<file path="src/rtl/keypad_pkg.sv">
// Shared definitions for the keypad time-entry block: key codes, scanner
// states, the row/column keymap and small decode helpers.
package keypad_pkg;

   localparam logic [3:0] KEY_A      = 4'hA;
   localparam logic [3:0] KEY_B      = 4'hB;
   localparam logic [3:0] KEY_C      = 4'hC;
   localparam logic [3:0] KEY_D      = 4'hD;
   localparam logic [3:0] KEY_STAR   = 4'hE;
   localparam logic [3:0] KEY_HASH   = 4'hF;
   localparam logic [3:0] ROWS_IDLE  = 4'hF;
   localparam logic [3:0] COL_RESET  = 4'b1110;
   localparam logic [2:0] MAX_DIGITS = 3'd4;

   typedef enum logic [1:0] {
      ST_SCAN     = 2'd0,
      ST_DEBOUNCE = 2'd1,
      ST_HOLD     = 2'd2
   } scan_state_t;

   // Nibble {row,col} holds the code: r0 "1 2 3 A", r1 "4 5 6 B", r2 "7 8 9 C", r3 "* 0 # D".
   localparam logic [63:0] KEYMAP_TABLE = 64'hDF0E_C987_B654_A321;

   function automatic logic [3:0] key_lookup(input logic [1:0] row, input logic [1:0] col);
      logic [3:0] idx_v;
      idx_v = {row, col};
      return KEYMAP_TABLE[{idx_v, 2'b00} +: 4];
   endfunction

   function automatic logic [3:0] col_drive(input logic [1:0] col);
      return ~(4'b0001 << col);
   endfunction

   function automatic logic [1:0] lowest_low_row(input logic [3:0] rows);
      logic [1:0] row_v;
      if (!rows[0]) begin
         row_v = 2'd0;
      end else if (!rows[1]) begin
         row_v = 2'd1;
      end else if (!rows[2]) begin
         row_v = 2'd2;
      end else begin
         row_v = 2'd3;
      end
      return row_v;
   endfunction

   // HH:MM validity: hour tens 0-2, hour ones 0-3 after a leading 2, minute tens 0-5.
   function automatic logic digit_fits(input logic [2:0] pos, input logic [3:0] digit,
                                       input logic [1:0] hour_tens);
      logic ok_v;
      case (pos)
         3'd0:    ok_v = (digit <= 4'd2);
         3'd1:    ok_v = (hour_tens == 2'd2) ? (digit <= 4'd3) : (digit <= 4'd9);
         3'd2:    ok_v = (digit <= 4'd5);
         3'd3:    ok_v = (digit <= 4'd9);
         default: ok_v = 1'b0;
      endcase
      return ok_v;
   endfunction

endpackage

</file>
<file path="src/rtl/keypad_scanner.sv">
// Column-scanning keypad reader with press/release debounce and keymap decode.
// Optional KEYPAD_SYNC_EN: rows pass a two-flop synchronizer; SCAN_DIV must then be >= 3.
module keypad_scanner
   import keypad_pkg::*;
#(
   parameter int SCAN_DIV     = 1000,
   parameter int DEBOUNCE_CNT = 4
) (
   input  logic       clk,
   input  logic       reset,
   input  logic [3:0] row_in,
   output logic [3:0] col_out,
   output logic       key_strobe,
   output logic [3:0] key_code
);

   localparam int SLOT_W  = (SCAN_DIV > 1) ? $clog2(SCAN_DIV) : 1;
   localparam int MATCH_W = (DEBOUNCE_CNT > 1) ? $clog2(DEBOUNCE_CNT) : 1;
   localparam logic [SLOT_W-1:0]  SLOT_LAST  = SLOT_W'(SCAN_DIV - 1);
   localparam logic [MATCH_W-1:0] MATCH_LAST = MATCH_W'(DEBOUNCE_CNT - 1);

   scan_state_t        state_r;
   logic [SLOT_W-1:0]  slot_cnt_r;
   logic [MATCH_W-1:0] match_cnt_r;
   logic [1:0]         col_idx_r;
   logic [3:0]         col_out_r;
   logic [3:0]         pattern_r;
   logic [1:0]         key_row_r;
   logic [1:0]         key_col_r;
   logic               key_strobe_r;
   logic [3:0]         key_code_r;

   logic [3:0]         row_s;
   logic [1:0]         sample_col_s;
   logic               sample_s;
   logic               slot_end_s;

`ifdef KEYPAD_SYNC_EN
   localparam logic [SLOT_W-1:0] SAMPLE_IDX = SLOT_W'(1);
   logic [3:0] row_meta_r;
   logic [3:0] row_sync_r;

   // Two-flop synchronizer on the asynchronous keypad rows.
   always_ff @(posedge clk or negedge reset) begin
      if (!reset) begin
         row_meta_r <= ROWS_IDLE;
         row_sync_r <= ROWS_IDLE;
      end else begin
         row_meta_r <= row_in;
         row_sync_r <= row_meta_r;
      end
   end

   // The sample lands two cycles into the next slot, so it belongs to the previous column.
   assign row_s        = row_sync_r;
   assign sample_col_s = col_idx_r - 2'd1;
`else
   localparam logic [SLOT_W-1:0] SAMPLE_IDX = SLOT_LAST;
   assign row_s        = row_in;
   assign sample_col_s = col_idx_r;
`endif

   assign sample_s   = (slot_cnt_r == SAMPLE_IDX);
   assign slot_end_s = (slot_cnt_r == SLOT_LAST);

   assign col_out    = col_out_r;
   assign key_strobe = key_strobe_r;
   assign key_code   = key_code_r;

   // Scan / debounce / hold state machine with registered column drive and key outputs.
   always_ff @(posedge clk or negedge reset) begin
      if (!reset) begin
         state_r      <= ST_SCAN;
         slot_cnt_r   <= '0;
         match_cnt_r  <= '0;
         col_idx_r    <= 2'd0;
         col_out_r    <= COL_RESET;
         pattern_r    <= ROWS_IDLE;
         key_row_r    <= 2'd0;
         key_col_r    <= 2'd0;
         key_strobe_r <= 1'b0;
         key_code_r   <= 4'd0;
      end else begin
         key_strobe_r <= 1'b0;
         slot_cnt_r   <= slot_end_s ? '0 : slot_cnt_r + SLOT_W'(1);
         case (state_r)
            ST_SCAN: begin
               if (sample_s && (row_s != ROWS_IDLE)) begin
                  state_r     <= ST_DEBOUNCE;
                  pattern_r   <= row_s;
                  key_row_r   <= lowest_low_row(row_s);
                  key_col_r   <= sample_col_s;
                  match_cnt_r <= '0;
                  col_idx_r   <= sample_col_s;
                  col_out_r   <= col_drive(sample_col_s);
               end else if (slot_end_s) begin
                  col_idx_r <= col_idx_r + 2'd1;
                  col_out_r <= col_drive(col_idx_r + 2'd1);
               end
            end
            ST_DEBOUNCE: begin
               if (sample_s) begin
                  if (row_s != pattern_r) begin
                     state_r     <= ST_SCAN;
                     match_cnt_r <= '0;
                  end else if (match_cnt_r == MATCH_LAST) begin
                     state_r      <= ST_HOLD;
                     match_cnt_r  <= '0;
                     key_strobe_r <= 1'b1;
                     key_code_r   <= key_lookup(key_row_r, key_col_r);
                  end else begin
                     match_cnt_r <= match_cnt_r + MATCH_W'(1);
                  end
               end
            end
            ST_HOLD: begin
               if (sample_s) begin
                  if (row_s == ROWS_IDLE) begin
                     if (match_cnt_r == MATCH_LAST) begin
                        state_r     <= ST_SCAN;
                        match_cnt_r <= '0;
                     end else begin
                        match_cnt_r <= match_cnt_r + MATCH_W'(1);
                     end
                  end else begin
                     match_cnt_r <= '0;
                  end
               end
            end
            default: begin
               state_r     <= ST_SCAN;
               match_cnt_r <= '0;
               col_idx_r   <= 2'd0;
               col_out_r   <= COL_RESET;
            end
         endcase
      end
   end

endmodule

</file>
<file path="src/rtl/keypad_time_entry.sv">
// Keypad HH:MM entry: scanner front end plus digit validation, edit keys and
// load_time/load_alarm commit pulses. Build option KEYPAD_SYNC_EN lives in the scanner.
module keypad_time_entry
   import keypad_pkg::*;
#(
   parameter int SCAN_DIV     = 1000,
   parameter int DEBOUNCE_CNT = 4
) (
   input  logic       clk,
   input  logic       reset,
   output logic [3:0] col_out,
   input  logic [3:0] row_in,
   output logic       key_strobe,
   output logic [3:0] key_code,
   output logic [3:0] minute_out0,
   output logic [3:0] minute_out1,
   output logic [3:0] hour_out0,
   output logic [1:0] hour_out1,
   output logic [2:0] digit_count,
   output logic       load_time,
   output logic       load_alarm,
   output logic       entry_err
);

   logic       key_strobe_s;
   logic [3:0] key_code_s;
   logic       is_digit_s;
   logic       digit_ok_s;

   logic [1:0] hour_tens_r;
   logic [3:0] hour_ones_r;
   logic [3:0] min_tens_r;
   logic [3:0] min_ones_r;
   logic [2:0] count_r;
   logic       load_time_r;
   logic       load_alarm_r;
   logic       entry_err_r;

   keypad_scanner #(
      .SCAN_DIV     (SCAN_DIV),
      .DEBOUNCE_CNT (DEBOUNCE_CNT)
   ) u_scanner (
      .clk        (clk),
      .reset      (reset),
      .row_in     (row_in),
      .col_out    (col_out),
      .key_strobe (key_strobe_s),
      .key_code   (key_code_s)
   );

   assign is_digit_s = (key_code_s <= 4'd9);
   assign digit_ok_s = is_digit_s && (count_r < MAX_DIGITS)
                       && digit_fits(count_r, key_code_s, hour_tens_r);

   assign key_strobe  = key_strobe_s;
   assign key_code    = key_code_s;
   assign hour_out1   = hour_tens_r;
   assign hour_out0   = hour_ones_r;
   assign minute_out1 = min_tens_r;
   assign minute_out0 = min_ones_r;
   assign digit_count = count_r;
   assign load_time   = load_time_r;
   assign load_alarm  = load_alarm_r;
   assign entry_err   = entry_err_r;

   // Apply each strobed key to the entry buffer one cycle after the strobe.
   always_ff @(posedge clk or negedge reset) begin
      if (!reset) begin
         hour_tens_r  <= 2'd0;
         hour_ones_r  <= 4'd0;
         min_tens_r   <= 4'd0;
         min_ones_r   <= 4'd0;
         count_r      <= 3'd0;
         load_time_r  <= 1'b0;
         load_alarm_r <= 1'b0;
         entry_err_r  <= 1'b0;
      end else begin
         load_time_r  <= 1'b0;
         load_alarm_r <= 1'b0;
         entry_err_r  <= 1'b0;
         if (key_strobe_s) begin
            if (is_digit_s) begin
               if (digit_ok_s) begin
                  case (count_r)
                     3'd0:    hour_tens_r <= key_code_s[1:0];
                     3'd1:    hour_ones_r <= key_code_s;
                     3'd2:    min_tens_r  <= key_code_s;
                     3'd3:    min_ones_r  <= key_code_s;
                     default: ;
                  endcase
                  count_r <= count_r + 3'd1;
               end else begin
                  entry_err_r <= 1'b1;
               end
            end else begin
               case (key_code_s)
                  KEY_A: begin
                     if (count_r == MAX_DIGITS) begin
                        load_time_r <= 1'b1;
                        count_r     <= 3'd0;
                     end else begin
                        entry_err_r <= 1'b1;
                     end
                  end
                  KEY_B: begin
                     if (count_r == MAX_DIGITS) begin
                        load_alarm_r <= 1'b1;
                        count_r      <= 3'd0;
                     end else begin
                        entry_err_r <= 1'b1;
                     end
                  end
                  KEY_STAR: begin
                     hour_tens_r <= 2'd0;
                     hour_ones_r <= 4'd0;
                     min_tens_r  <= 4'd0;
                     min_ones_r  <= 4'd0;
                     count_r     <= 3'd0;
                  end
                  KEY_D: begin
                     // Backspace zeroes the most recently entered position.
                     if (count_r != 3'd0) begin
                        case (count_r)
                           3'd1:    hour_tens_r <= 2'd0;
                           3'd2:    hour_ones_r <= 4'd0;
                           3'd3:    min_tens_r  <= 4'd0;
                           3'd4:    min_ones_r  <= 4'd0;
                           default: ;
                        endcase
                        count_r <= count_r - 3'd1;
                     end
                  end
                  KEY_C, KEY_HASH: ;
                  default: ;
               endcase
            end
         end
      end
   end

endmodule

</file>
<file path="config.mk">
export PLATFORM = sky130hd
export DESIGN_NAME = keypad_time_entry
export DESIGN_NICKNAME = d
export VERILOG_FILES = /design/src/rtl/keypad_pkg.sv /design/src/rtl/keypad_scanner.sv /design/src/rtl/keypad_time_entry.sv
export SDC_FILE = /design/constraint.sdc
export NUM_CORES = 1
export LEC_CHECK = 0
export ABC_AREA = 1
export CORE_MARGIN = 3
export CORE_UTILIZATION = 35
export DETAILED_ROUTE_END_ITERATION = 7
export PLACE_DENSITY = 0.61
export SETUP_SLACK_MARGIN = 0.4
export SLEW_MARGIN = 20
export SYNTH_ARGS = -nofsm -noshare
export SYNTH_HDL_FRONTEND = slang
export SYNTH_HIERARCHICAL = 1
export SYNTH_SLANG_ARGS = --single-unit
</file>
<file path="constraint.sdc">
create_clock -name clk -period 1.8 [get_ports clk]
set_clock_uncertainty 0.15 [all_clocks]
set_input_delay 0.27 -clock clk [delete_from_list [all_inputs] [get_ports clk]]
set_output_delay 0.27 -clock clk [all_outputs]
set_load 0.01 [all_outputs]
</file>
==> results.json <==
{
  "post-place-ws_ns": -0.09706,
  "critical_path_buf_inv_count": 1,
  "final_net_count": 515,
  "vias_per_cell": 4.859,
  "end_kind": "register",
  "slowest_delay_ns": 0.47,
  "drtIter0Drc": 70,
  "clockBufferDepth": 2,
  "die_w_um": 102.3,
  "period_minus_slack_ns": 1.758,
  "netlist_instances": 391,
  "hp-class": "primary input to register",
  "place_hpwl_um": 5046,
  "multi_input_area_sq_um": 2091,
  "cts_root_buffer": "clkbuf_8",
  "die_y_um": 102.3,
  "grt_overflow": 0,
  "worstMarginPinSlew_ns": 0.6010,
  "cts_tree": "yes",
  "htreeDepth": 2,
  "drv_cap": 0,
  "layout-drive-gt1-share": 0.4642,
  "ys_top_cells_by_area": "dfrtp_1 35%, nand2_1 14%, ha_1 8.1%",
  "ys.flop_type": "dfrtp_1",
  "postSynth.asyncResetShare": 1.000,
  "grt_pass1_vias": 2875,
  "drv_slew": 0,
  "final_cells": 597,
  "critPathRequiredTime_ns": 1.86,
  "r2r-start": "digit_count[1]$_DFFE_PN0P_",
  "crit_fanout": 5,
  "gp_routability_congestion": 0.8635,
  "grt_pass1_wl_um": 12980,
  "drt-pass1-iter-count": 4,
  "finalSetupViolations": 0,
  "io_pins": 35,
  "crit_path_start": "digit_count[1]$_DFFE_PN0P_",
  "p_per_area_nw_per_um2": 469.1,
  "syn_area_sq_um": 3246,
  "cp_cell_sequence": "inv_2, ha_2, o21ai_0, nand2_1, nand2_1, nand2_2, nand2_4, nand2_8, nand3_4, nand2_1, nand2_1",
  "synth_top_cell_by_area": "dfrtp_1",
  "ant_nets": 0,
  "initial_core_util": 0.3668,
  "port_buffers": 34,
  "power_uw": 2219,
  "crit_top_cell": "nand2_1",
  "peakVddDrop_v": 0.0003679,
  "crit_path_start_kind": "register",
  "cts-buffers-inserted": 5,
  "dp_cells": 545,
  "wirelength_um": 7819,
  "rsz0062_at_grt": "yes",
  "antennaDiodeCount": 0,
  "num_vias": 2901,
  "clk-insertion-delay-late_ns": 0.31,
  "path_clk_slew_ns": 0.10,
  "wl_per_cell_um": 13.10,
  "drc": 0,
  "postSynthAreaPerCell_sq_um": 8.301,
  "ys_seq_elements": 53,
  "grt_usage": 0.1538,
  "synth_top_area_share": 0.3547,
  "slew_headroom": 0.5974,
  "die-area_sq_um": 10460,
  "yosysWarnings": 6,
  "fin_crit_sh": 0.9767,
  "syn-num-nets": 418,
  "fp-row-count": 34,
  "antenna_found_initial": 0,
  "fmax_ghz": 0.5688,
  "synth-edff-count": 0,
  "register_area_sq_um": 1346,
  "synth-seq-area-share": 0.4113,
  "grt_max_degree": 54,
  "path_class": "register to register",
  "status": "complete, no violations",
  "critPathTopFamily": "simple AND/OR/NAND/NOR gates",
  "power.leakage_uw": 0.002305,
  "crit_path_top_delay_cell": "dfrtp_2",
  "coreArea_sq_um": 8848,
  "cp.arrival_ns": 1.82,
  "finalHoldViolations": 0,
  "cts_num_sinks": 53,
  "num-fill-cells": 788,
  "syn_to_final_growth_pct": 45.72,
  "ys_types": 42,
  "min-delay-start": "row_in[1]",
  "fin_ws_ns": 0.04197
}
==> repair_timing <==
| action | CTS | global route |
|---|---|---|
| cloned | 4 | 0 |
| endpoints found under the hold margin | 46 | 0 |
| gates resized for setup | 144 | 76 |
| hold buffers | 1 | 0 |
| pin swaps | 41 | 30 |
| setup endpoints to repair | 77 | 76 |
| setup buffers | 31 | 8 |
==> area by class of cell <==
class	instances	share of cell area
flip-flops and latches	53	0.2847
repair buffers	91	0.1722
well taps	108	0.02857
clock inverters	3	0.01376
clock buffers	5	0.01455
multi-input cells	288	0.4421
inverters	49	0.04418
==> cells in the final DEF (no fill, tap or decap), drive strengths merged, types with 2 or more instances in the layout <==
master / instances
inv: 48
buf: 66
nand2: 138
dfstp: 7
nor4: 3
dfrtp: 46
clkinv: 2
ha: 21
nor3b: 2
clkdlybuf4s15: 7
nand4: 18
clkbuf: 16
clkdlybuf4s50: 2
nor3: 4
nor2: 34
bufinv: 2
nand3: 22
dlygate4sd2: 4
o21ai: 20
xor2: 4
o22ai: 5
a21oi: 9
==> power by group <==
group / internal, uW / switching (uW) / total [uW]
Sequential: 1190 / 0 / 1190
Combinational: 19.3 / 40.4 / 59.6
Clock: 553 / 416 / 969
Total: 1760 / 456 / 2220
==> Yosys cell counts, drive strengths merged, types with 3 or more instances <==
cell type / number
nand4: 18
xor2: 4
a21oi: 9
nor3: 4
nand3: 22
nand2: 135
dfrtp: 46
dfstp: 7
o21ai: 20
nor2: 33
ha: 21
buf: 5
o22ai: 5
nor4: 3
inv: 49
==> flip-flops by register name, indices dropped and copies added (netlist names) <==
register and cells:
u_scanner/slot_cnt_r 10, hour_out0 4, minute_out0 4, minute_out1 4, u_scanner/col_out 4, u_scanner/key_code 4
u_scanner/pattern_r 4, digit_count 3, hour_out1 2, u_scanner/col_idx_r 2, u_scanner/key_col_r 2, u_scanner/key_row_r 2
u_scanner/match_cnt_r 2, u_scanner/state_r 2, entry_err 1, load_alarm 1, load_time 1, u_scanner/key_strobe 1
==> per-layer routing <==
layer  global-route usage  up-vias  wire length (um)
li1                     -     1456                 -
met5                    0        -                 0
met2               0.2734       50              3957
met4              0.04743        0               181
met3              0.02526       14               283
met1               0.1904     1381              3396
==> cells by family (layout without fill, tap and decap cells) <==
kind of cell             Yosys count  count (layout)  synth area share
AND/OR/NAND/NOR                  220             224            0.3373
multiplexers                       1               1          0.003084
flip-flops                        53              53            0.4113
AO/OA/AOI/OAI                     37              37           0.07710
buffers and inverters             54             148           0.07671
XOR/XNOR                           5               5           0.01349
adder cells (fa/ha/maj)           21              21           0.08096
==> per-stage QoR <==
step / utilization / cell area (sq um) / TNS (ns) / hold slack, ns
2_1_floorplan: - / 3293 / 0 / -0.1756
3_3_place_gp: 0.4355 / 3854 / -0.4481 / 0.1383
3_5_place_dp: 0.4355 / 3854 / -1.079 / 0.1368
4_1_cts: 0.5126 / 4536 / 0 / 0.2229
5_1_grt: 0.5345 / 4730 / -0.9438 / 0.2494
6_report: 0.5345 / 4730 / 0 / 0.2492
==> final timing paths <==
path | endpoint | slack [ns] | cells after the start
setup / recovery | minute_out0[2]$_DFFE_PN0P_ | 0.04 | 11
hold / removal | u_scanner/pattern_r[1]$_DFFE_PN1P_ | 0.25 | 3
setup reg to reg | minute_out0[2]$_DFFE_PN0P_ | 0.04 | 11
hold reg to reg | u_scanner/col_out[0]$_DFFE_PN0P_ | 0.33 | 2
max in group asynchronous | u_scanner/pattern_r[1]$_DFFE_PN1P_ | 0.88 | 3
min in group asynchronous | digit_count[2]$_DFFE_PN0P_ | 0.32 | 3
==> tightest hold or removal path, cell delays in order <==
cell	delay [ns]
dlygate4sd2_1	0.30
nand2_2	0.10
o21ai_2	0.04
Power figures use the tool's default switching activity.
